$ cat src/rtl/uart_regfile_ctrl.sv
// Command sequencer: unloads 18-bit UART packets, validates parity/address,
// writes the config regfile or returns a read response through the TX UART.
module uart_regfile_ctrl #(
  parameter int NUMREGS = 42
) (
  input  logic        clk,
  input  logic        reset_n,
  input  logic [17:0] rx_data,
  input  logic        rx_empty,
  output logic        uld_rx_data,
  output logic [17:0] tx_data,
  output logic        ld_tx_data,
  input  logic        tx_busy,
  output logic [7:0]  reg_addr,
  output logic [7:0]  reg_wdata,
  output logic        reg_we,
  input  logic [7:0]  reg_rdata,
  output logic        busy,
  output logic [7:0]  parity_err_cnt,
  output logic [7:0]  addr_err_cnt
);

  localparam logic [8:0] NUMREGS_W = 9'(NUMREGS);

  typedef enum logic [2:0] {
    IDLE    = 3'd0,
    DECODE  = 3'd1,
    WRITE   = 3'd2,
    READ    = 3'd3,
    TX_WAIT = 3'd4,
    TX_LOAD = 3'd5
  } state_t;

  state_t      state_q, state_d;
  logic [17:0] pkt_q, pkt_d;
  logic [17:0] tx_q, tx_d;
  logic [7:0]  addr_q, addr_d;
  logic [7:0]  wdata_q, wdata_d;
  logic [7:0]  perr_q, perr_d;
  logic [7:0]  aerr_q, aerr_d;

  logic        pkt_par_ok;
  logic [7:0]  pkt_addr;
  logic [16:0] rsp_body;

  assign pkt_par_ok = ^pkt_q;
  assign pkt_addr   = pkt_q[16:9];
  assign rsp_body   = {addr_q, reg_rdata, 1'b1};

  always_ff @(posedge clk or negedge reset_n) begin
    if (!reset_n) begin
      state_q <= IDLE;
      pkt_q   <= '0;
      tx_q    <= '0;
      addr_q  <= '0;
      wdata_q <= '0;
      perr_q  <= '0;
      aerr_q  <= '0;
    end else begin
      state_q <= state_d;
      pkt_q   <= pkt_d;
      tx_q    <= tx_d;
      addr_q  <= addr_d;
      wdata_q <= wdata_d;
      perr_q  <= perr_d;
      aerr_q  <= aerr_d;
    end
  end

  always_comb begin
    state_d     = state_q;
    pkt_d       = pkt_q;
    tx_d        = tx_q;
    addr_d      = addr_q;
    wdata_d     = wdata_q;
    perr_d      = perr_q;
    aerr_d      = aerr_q;
    uld_rx_data = 1'b0;
    reg_we      = 1'b0;
    ld_tx_data  = 1'b0;

    case (state_q)
      IDLE: begin
        if (!rx_empty) begin
          uld_rx_data = 1'b1;
          pkt_d       = rx_data;
          state_d     = DECODE;
        end
      end
      DECODE: begin
        // Parity is judged before the address: a corrupted address is not an address error.
        if (!pkt_par_ok) begin
          if (perr_q != 8'hff) perr_d = perr_q + 8'd1;
          state_d = IDLE;
        end else if ({1'b0, pkt_addr} >= NUMREGS_W) begin
          if (aerr_q != 8'hff) aerr_d = aerr_q + 8'd1;
          state_d = IDLE;
        end else begin
          addr_d  = pkt_addr;
          wdata_d = pkt_q[8:1];
          state_d = pkt_q[0] ? READ : WRITE;
        end
      end
      WRITE: begin
        reg_we  = 1'b1;
        state_d = IDLE;
      end
      READ: begin
        tx_d    = {~^rsp_body, rsp_body};
        state_d = TX_WAIT;
      end
      TX_WAIT: begin
        if (!tx_busy) state_d = TX_LOAD;
      end
      TX_LOAD: begin
        // Held until the transmitter shows it has taken the word.
        ld_tx_data = 1'b1;
        if (tx_busy) state_d = IDLE;
      end
      default: state_d = IDLE;
    endcase
  end

  assign busy           = (state_q != IDLE);
  assign tx_data        = tx_q;
  assign reg_addr       = addr_q;
  assign reg_wdata      = wdata_q;
  assign parity_err_cnt = perr_q;
  assign addr_err_cnt   = aerr_q;

endmodule

$ cat config.mk
export PLATFORM = sky130hd
export DESIGN_NAME = uart_regfile_ctrl
export DESIGN_NICKNAME = d
export VERILOG_FILES = /design/src/rtl/uart_regfile_ctrl.sv
export SDC_FILE = /design/constraint.sdc
export NUM_CORES = 1
export LEC_CHECK = 0
export BUFFER_PORTS_ARGS = -buffer_cell sky130_fd_sc_hd__buf_2
export CAP_MARGIN = 5
export CORE_MARGIN = 5
export CORE_UTILIZATION = 48
export DETAILED_ROUTE_END_ITERATION = 10
export PLACE_DENSITY = 0.75
export SLEW_MARGIN = 30
export SYNTH_ARGS = -nofsm -noshare
export SYNTH_HDL_FRONTEND = slang
export SYNTH_SLANG_ARGS = --single-unit
$ cat constraint.sdc
create_clock -name clk -period 2.07 [get_ports clk]
set_input_delay 0.207 -clock clk [delete_from_list [all_inputs] [get_ports clk]]
set_output_delay 0.207 -clock clk [all_outputs]
set_load 0.02 [all_outputs]
After elaboration in Yosys (flattened, before gate mapping)
Cells that the tools add are included.
Widths: inputs -> output; s select.
{ "word_totals": {"reg_bits": 71, "inputBits": 30, "output_inout_bits": 54, "elab_cells": 43} }
{ "op_classes": {"add_sub_neg": 2, "order_cmp": 1, "n_eq_ne": 10, "mux": 11, "bitwise": 3, "reduce_logical": 9} }
{ "op_table": {"columns": ["cell", "count"], "rows": [
  ["$reduce_xor 18->1", 1],
  ["$reduce_xnor 17->1", 1],
  ["$add 8x1->8 const B", 2],
  ["$ne 8x8->1 const B", 2],
  ["$pmux 3 s5", 1],
  ["$mux 3", 3],
  ["$reduce_and 3->1", 3],
  ["$ge 8x6->1 const B", 1],
  ["$eq 3x2->1 const B", 2],
  ["$eq 3x3->1 const B", 2],
  ["$ne 2x2->1 const B", 3],
  ["$mux 1", 5],
  ["$mux 2", 2],
  ["$reduce_and 4->1", 1],
  ["$eq 3x1->1 const B", 1],
  ["$logic_not 3->1", 1],
  ["$not 1->1", 3],
  ["$reduce_bool 3->1", 1],
  ["$reduce_and 2->1", 1]
]} }

Logic depth before layout (Yosys ltp)
Gate-level depths: netlist of run 1.
{ "logic_depth": {"word_depth": 4, "depth_mapped": 7} }

Worst setup path after synthesis of run 1
No wires, ideal clock.
{ "synth_path": {"kind": "reg-to-reg", "start": "register state_q[2]", "end": "register pkt_q[10]", "setup_time_ns": 0.125, "arrival_ns": 2.125, "required_ns": 1.945, "setup_slack_ns": -0.180, "path_stages_with_launch": 6, "n_path_buf": 2, "period_less_slack_ns": 2.250, "cell_sequence": "dfrtp_1 -> clkbuf_1 -> or3_1 -> nor2_1 -> buf_2 -> mux2_2"} }
{ "synth_between": {"elab_chain_cells": 2} }
{ "synth_lines": {"columns": ["item", "line_no", "source"], "rows": [
  ["start, declared", "34", "state_t state_q, state_d;"],
  ["start signal, assigned", "60", "state_q <= state_d;"],
  ["$logic_not 3->1", "82", "case (state_q)"],
  ["$reduce_and 2->1 (no source line)", null, null],
  ["end signal, assigned", "61", "pkt_q <= pkt_d;"],
  ["end, declared", "35", "logic [17:0] pkt_q, pkt_d;"]
]} }
No other way between the ends.
A chain may end at the register's enable or synchronous reset.

Worst setup path in the final report of run 1
{ "layout_path": {"start": "register pkt_q[16]", "end": "register aerr_q[3] (netlist: addr_err_cnt[3])"} }
{ "layout_between": {"elab_chain_cells": 2, "word_cells_on_any_way": 3, "cone_classes": "order compare: 1; reduce/logical: 2"} }
{ "layout_lines": {"columns": ["item", "line_no", "source"], "rows": [
  ["$ge 8x6->1 or $reduce_xor 18->1 (tied branches)", "95, 46", null],
  ["$reduce_and 4->1 (no source line) (*)", null, null],
  ["end signal, assigned", "66", "aerr_q <= aerr_d;"],
  ["end, declared", "40", "logic [7:0] aerr_q, aerr_d;"]
]} }
Every way passes the cells marked *; elsewhere a longest branch is shown, timed or not.

==> impl_results.md, run 1 <==
- Status: finished with violations
- Failing checks: negative setup slack
- HP Start: rx_data[10]
- Final Wtd Congestion: 0.851
- Initial drt markers: 64
- Kind of critical path: flip-flop to flip-flop
- Die height: 95.5 um
- I/O pin count: 84
- Met2 WL: 3.96 mm
- Final Net Count: 420
- WL met1: 3.48 mm
- Clock slew seen by the registers of the worst setup and hold paths: 0.08 ns
- Hold Fails Final Rpt: 0
- Yosys top cell by area: dfrtp_1
- Antenna fix cells: 0
- CP Max Fanout: 7
- Most common cell in the netlist: dfrtp_1
- Total clock sinks: 71
- Synthesized Nets: 302
- Initial core utilization: 48.9%
- First-pass GRT wire length: 12.5 mm
- Std cell rows: 31
- WP data required: 2.30 ns
- Final WS setup: -0.0924 ns
- RSZ-0062 raised after global routing: true
- Initial antenna violation count: 0
- Layout cell share with drive strength beyond 1: 54.6%
- Reg2Reg Launch Point: pkt_q[16]$_DFFE_PN0P_
- Met3 routed WL: 486 um
- Htree depth: 3
- GRT Overall Usage: 17.7%
- Final period util: 104%
- Cell Area, Synth: 0.00351 sq mm
- Prevailing post-synth register cell: dfrtp_1
- Ys Warns: 0
- Vias per inst: 5.22
- Vias: 2562
- Number of flops mapped to enable cells by yosys: 0
- Fillers: 549
- WL/cell: 16.3 um
- Async set-reset flop share out of synthesis: 100%
- Slew @ Worst Pin: 0.499 ns
- Post-DP HPWL: 5.51 mm
- Final setup vio count: 20
- Top sig layer: met4
- Share of the synthesized area in the top cell type: 50.7%
- Setup TNS: -0.969 ns
- CTS tree: built
- Drt drc: 0
- Synth top cells by count: dfrtp_1, mux2_2, xnor2_1, a2111oi_0, mux2i_1
- Area growth syn-to-layout: 35.6%
- Worst setup startpoint: pkt_q[16]$_DFFE_PN0P_
- Vias in the first global route: 2580
- Top post-synthesis cells by area: dfrtp_1, mux2_2, xnor2_1
- Antenna viol nets, final: 0
- Clock latency on the worst-skew pair: 0.34 ns
- Port-buffer cells: 83
- First drt pass iteration count: 4
- Core ar.: 0.00718 sq mm
- Clk root buf: clkbuf_8
- Crit end category: flip-flop
- Die W: 95.5 um
- Mean post-synth cell area: 13.0 sq um
- Grt total ovfl: 0
- Detailed Route WL: 8.01 mm
- Post-synth cell types: 39
- Total Die Area: 0.00912 sq mm
- Hold Crit Class: input port to flip-flop
- Post-Syn Instances: 270
- Skew final: 0.00693 ns
- Slew Limit Fails: 0
- Worst-case clock buffer depth: 2
- Largest net degree at the start of global routing: 39
- Seq/Total Area, Yosys: 50.7%
- Worst endpoint data arrival time: 2.39 ns
- Cts bufs inserted: 9
- Slew HR: 66.7%
- Flop and latch count out of synthesis: 71
- Maximum capacitance violations: 0
- Tmin final: 2.16 ns
- CP Launch Type: flip-flop
- Max Clock Freq: 462 MHz
cell usage in the layout, fill, tap and decap left out, types with 4 or more instances in the layout:
master / n
buf_2: 82
and3_1: 4
nand2_1: 12
xnor2_2: 4
a2111oi_2: 8
mux2_2: 36
nand3_1: 5
xor2_1: 6
xnor2_1: 30
buf_4: 28
mux2i_1: 13
mux2_4: 15
nand4_1: 6
a2111oi_4: 4
clkbuf_8: 9
dfrtp_1: 70
buf_6: 4
worst paths after layout:
kind	to	slack [ns]	depth (start not counted)
setup / recovery	addr_err_cnt[3]$_DFFE_PN0P_	-0.09	6
hold / removal	pkt_q[10]$_DFFE_PN0P_	0.09	2
setup reg to reg	addr_err_cnt[3]$_DFFE_PN0P_	-0.09	6
hold reg to reg	tx_data[0]$_DFFE_PN0N_	0.48	1
max in group asynchronous	addr_err_cnt[0]$_DFFE_PN0P_	1.14	3
min in group asynchronous	tx_data[0]$_DFFE_PN0N_	0.20	2
area by class of cell:
cell class / count / area, sq um / share of cell area, %
clock buffer: 9 / 124 / 2.61
clock inverter: 6 / 38.8 / 0.816
inverter: 2 / 7.51 / 0.158
multi-input combinational: 184 / 1910 / 40.1
sequential: 71 / 1780 / 37.4
tap: 99 / 124 / 2.61
timing repair buffer: 120 / 776 / 16.3
cell families after synthesis:
group / synth area share (%)
buffers and inverters: 1.93
DFF: 50.7
AOI/OAI and AO/OA: 5.60
muxes: 21.7
xor gates and xnor gates: 12.0
and+or+nand+nor: 7.46
adders and majority gates: 0.713
metal layers:
metal | GRT usage (%) | vias to the layer above
li1 | - | 1223
met2 | 29.0 | 74
met3 | 3.95 | 9
met1 | 23.0 | 1256
met5 | 0 | -
met4 | 6.64 | 0
flip-flops by register name (all words and copies together) (netlist names):
register	count
reg_addr	8
state_q	3
pkt_q	18
tx_data	18
addr_err_cnt	8
reg_wdata	8
parity_err_cnt	8
timing repair:
action                                  4_1_cts  5_1_grt
pin swaps                                     2        5
gates cloned                                  0        1
resized for setup                            23       41
endpoints found under the setup margin       24       29
hold buffers                                  1        0
setup buffers                                 3        2
hold endpoints to repair                     33        0
worst max-delay path, cell delays in order, from the launching register on:
cell and delay [ns]:
dfrtp_1 0.42, xnor2_2 0.21, xor3_2 0.56, buf_12 0.19, a2111oi_1 0.37, mux2i_1 0.16, xnor2_1 0.15
per-stage QoR:
stage | std cells | util [%] | hold slack, ns | setup slack (ns) | cell area (sq um)
after global routing | 491 | 66.3 | 0.0862 | -0.148 | 4750
after global placement | 469 | 59.1 | 0.0164 | -0.00475 | 4240
after detailed placement | 469 | 59.1 | 0.0197 | -0.114 | 4240
after CTS | 488 | 63.1 | 0.0751 | -0.0539 | 4520
final | 491 | 66.3 | 0.0903 | -0.0924 | 4750
after floorplan | 270 | - | -0.0886 | -0.0731 | 3510
Power of run 1 is not shown: default switching activity piles up to over one toggle a cycle in this logic, so the estimate is an artifact.
==> run 2, diff against run 1 <==
--- a/config.mk
+++ b/config.mk
@@ -15,3 +15,4 @@
 export SYNTH_ARGS = -nofsm -noshare
 export SYNTH_HDL_FRONTEND = slang
 export SYNTH_SLANG_ARGS = --single-unit
+export TNS_END_PERCENT = 10
==> run 2 against run 1 <==
Against the previous run: the flow still finishes with violations (negative setup slack); first-iteration DRC count is 14% lower; highest routed layer unchanged; clock skew is 0.0029 ns higher; critical endpoint is now reg_wdata[2]$_DFFE_PN0P_; non-clock buffer count is 6 lower; critical path type unchanged; critical path depth stayed put; via count is 1.7% higher; fmax is 1.3% higher.
==> impl_results.md, run 2 (synthesis results as in run 1) <==
- Final WS setup: -0.0644 ns (was -0.0924 ns)
- Antenna viol nets, final: 0 (unchanged)
- Vias per inst: 5.36 (was 5.22)
- Final Net Count: 414 (was 420)
- Worst path max stage delay: 0.50 ns (was 0.56 ns)
- Tmin final: 2.13 ns (was 2.16 ns)
- Vias in the first global route: 2650 (was 2580)
- Vias: 2605 (was 2562)
- Reg2Reg Setup Slack: -0.06 ns (was -0.09 ns)
- RSZ-0062 raised after global routing: true (unchanged)
- CP Launch Type: flip-flop (unchanged)
- Slew HR: 58.6% (was 66.7%)
- WL/cell: 16.2 um (was 16.3 um)
- Final period util: 103% (was 104%)
- WP data required: 2.31 ns (was 2.30 ns)
- Post-route insts no fill: 486 (was 491)
- Initial antenna violation count: 0 (unchanged)
- Placed Instances: 469 (unchanged)
- Detailed Route WL: 7.88 mm (was 8.01 mm)
- Kind of critical path: flip-flop to flip-flop (unchanged)
- Most frequent cells in the layout: buf_2, dfrtp_1, mux2_2 (unchanged)
- Fillers: 585 (was 549)
- Post-DP HPWL: 5.47 mm (was 5.51 mm)
- Total Die Area: 0.00912 sq mm (unchanged)
- Die height: 95.5 um (unchanged)
- Critical path buffers and inverters: 1 (unchanged)
- Htree depth: 3 (unchanged)
- Drt drc: 0 (unchanged)
- Failing checks: negative setup slack (unchanged)
- First drt pass iteration count: 4 (unchanged)
- Final setup vio count: 18 (was 20)
- Cts bufs inserted: 9 (unchanged)
- Setup TNS: -0.836 ns (was -0.969 ns)
- CP Max Fanout: 4 (was 7)
- Final Wtd Congestion: 0.867 (was 0.851)
- Grt total ovfl: 0 (unchanged)
- Std cell rows: 31 (unchanged)
- Die W: 95.5 um (unchanged)
- Crit end category: flip-flop (unchanged)
- Antenna fix cells: 0 (unchanged)
- Skew final: 0.00986 ns (was 0.00693 ns)
- Maximum capacitance violations: 0 (unchanged)
- Worst endpoint data arrival time: 2.37 ns (was 2.39 ns)
- Port-buffer cells: 83 (unchanged)
- Max Clock Freq: 469 MHz (was 462 MHz)
- Family with the most delay on the worst path: XOR/XNOR gates (unchanged)
- Largest net degree at the start of global routing: 72 (was 39)
- Fin util: 64.6% (was 66.3%)
- Initial drt markers: 55 (was 64)
- Clock latency on the worst-skew pair: 0.35 ns (was 0.34 ns)
- Initial core utilization: 48.9% (unchanged)
- Most common cell after layout, fill and taps aside: buf_2 (unchanged)
- Hold Crit Class: input port to flip-flop (unchanged)
- Crit-path cells: xor2_1 -> xnor2_1 -> xnor3_2 -> mux2i_4 -> buf_4 -> mux2_2 (was xnor2_2 -> xor3_2 -> buf_12 -> a2111oi_1 -> mux2i_1 -> xnor2_1)
- Clk root buf: clkbuf_8 (unchanged)
- GRT Overall Usage: 18.2% (was 17.7%)
- Hold Fails Final Rpt: 0 (unchanged)
- Worst-case clock buffer depth: 2 (unchanged)
- Slowest library cell on the worst path: xnor3_2 (was xor3_2)
- Layout cell share with drive strength beyond 1: 53.2% (was 54.6%)
- Clock slew seen by the registers of the worst setup and hold paths: 0.08 ns (about the same)
- I/O pin count: 84 (unchanged)
- Slew @ Worst Pin: 0.621 ns (was 0.499 ns)
- Status: finished with violations (unchanged)
- Total clock sinks: 71 (unchanged)
- Place WS: -0.0803 ns (was -0.114 ns)
- Core ar.: 0.00718 sq mm (unchanged)
- First-pass GRT wire length: 12.6 mm (was 12.5 mm)
- Area growth syn-to-layout: 32.1% (was 35.6%)
- CTS tree: built (unchanged)
- Slew Limit Fails: 0 (unchanged)
run 2: cell count changes in the layout (fill, tap and decap cells not counted), moves of 2 or more:
cell       before  now
mux2_4         15   10
a2111oi_4       4    0
a2111oi_0       0    3
buf_6           4    2
clkinv_2        3    1
buf_4          28   24
mux2i_2         1    3
mux2i_1        13   10
mux2_2         36   41
run 2: per-stage QoR:
| stage | hold slack [ns] | area [sq um] |
|---|---|---|
| floorplan | -0.0886 | 3510 |
| global placement | 0.264 | 4250 |
| detailed placement | 0.274 | 4250 |
| CTS | 0.0680 | 4520 |
| global route | 0.0611 | 4630 |
| finish | 0.0783 | 4630 |
run 2: timing repair:
item,in CTS,in global routing
hold buffers,1,0
gates resized for setup,12,31
setup endpoints to repair,20,31
setup buffers,0,0
hold endpoints to repair,71,0
pin swaps,0,4
run 2: area by class of cell:
cell class	count	area, sq um	area share [%]
clock buffers	10	138	2.97
inverters	2	7.51	0.162
clock inverters	6	68.8	1.48
well taps	99	124	2.67
repair buffers	114	703	15.2
multi-input cells	184	1820	39.2
flip-flops and latches	71	1780	38.4
run 2: final timing paths:
check,endpoint,start,cells past startpoint
max,reg_wdata[2]$_DFFE_PN0P_,pkt_q[12]$_DFFE_PN0P_,6
min,pkt_q[10]$_DFFE_PN0P_,rx_data[10],2
max reg2reg,reg_wdata[2]$_DFFE_PN0P_,pkt_q[12]$_DFFE_PN0P_,6
min reg2reg,tx_data[0]$_DFFE_PN0N_,tx_data[0]$_DFFE_PN0N_,1
max in group asynchronous,addr_err_cnt[7]$_DFFE_PN0P_,reset_n,3
min in group asynchronous,tx_data[0]$_DFFE_PN0N_,reset_n,3
run 2: per-layer routing:
layer / global-route usage [%] / vias up / wire length, um
li1: - / 1215 / -
met1: 23.0 / 1300 / 3480
met2: 29.1 / 74 / 3770
met3: 5.21 / 16 / 480
met4: 8.06 / 0 / 153
met5: 0 / - / 0
Power of run 2 is left out for the same reason.
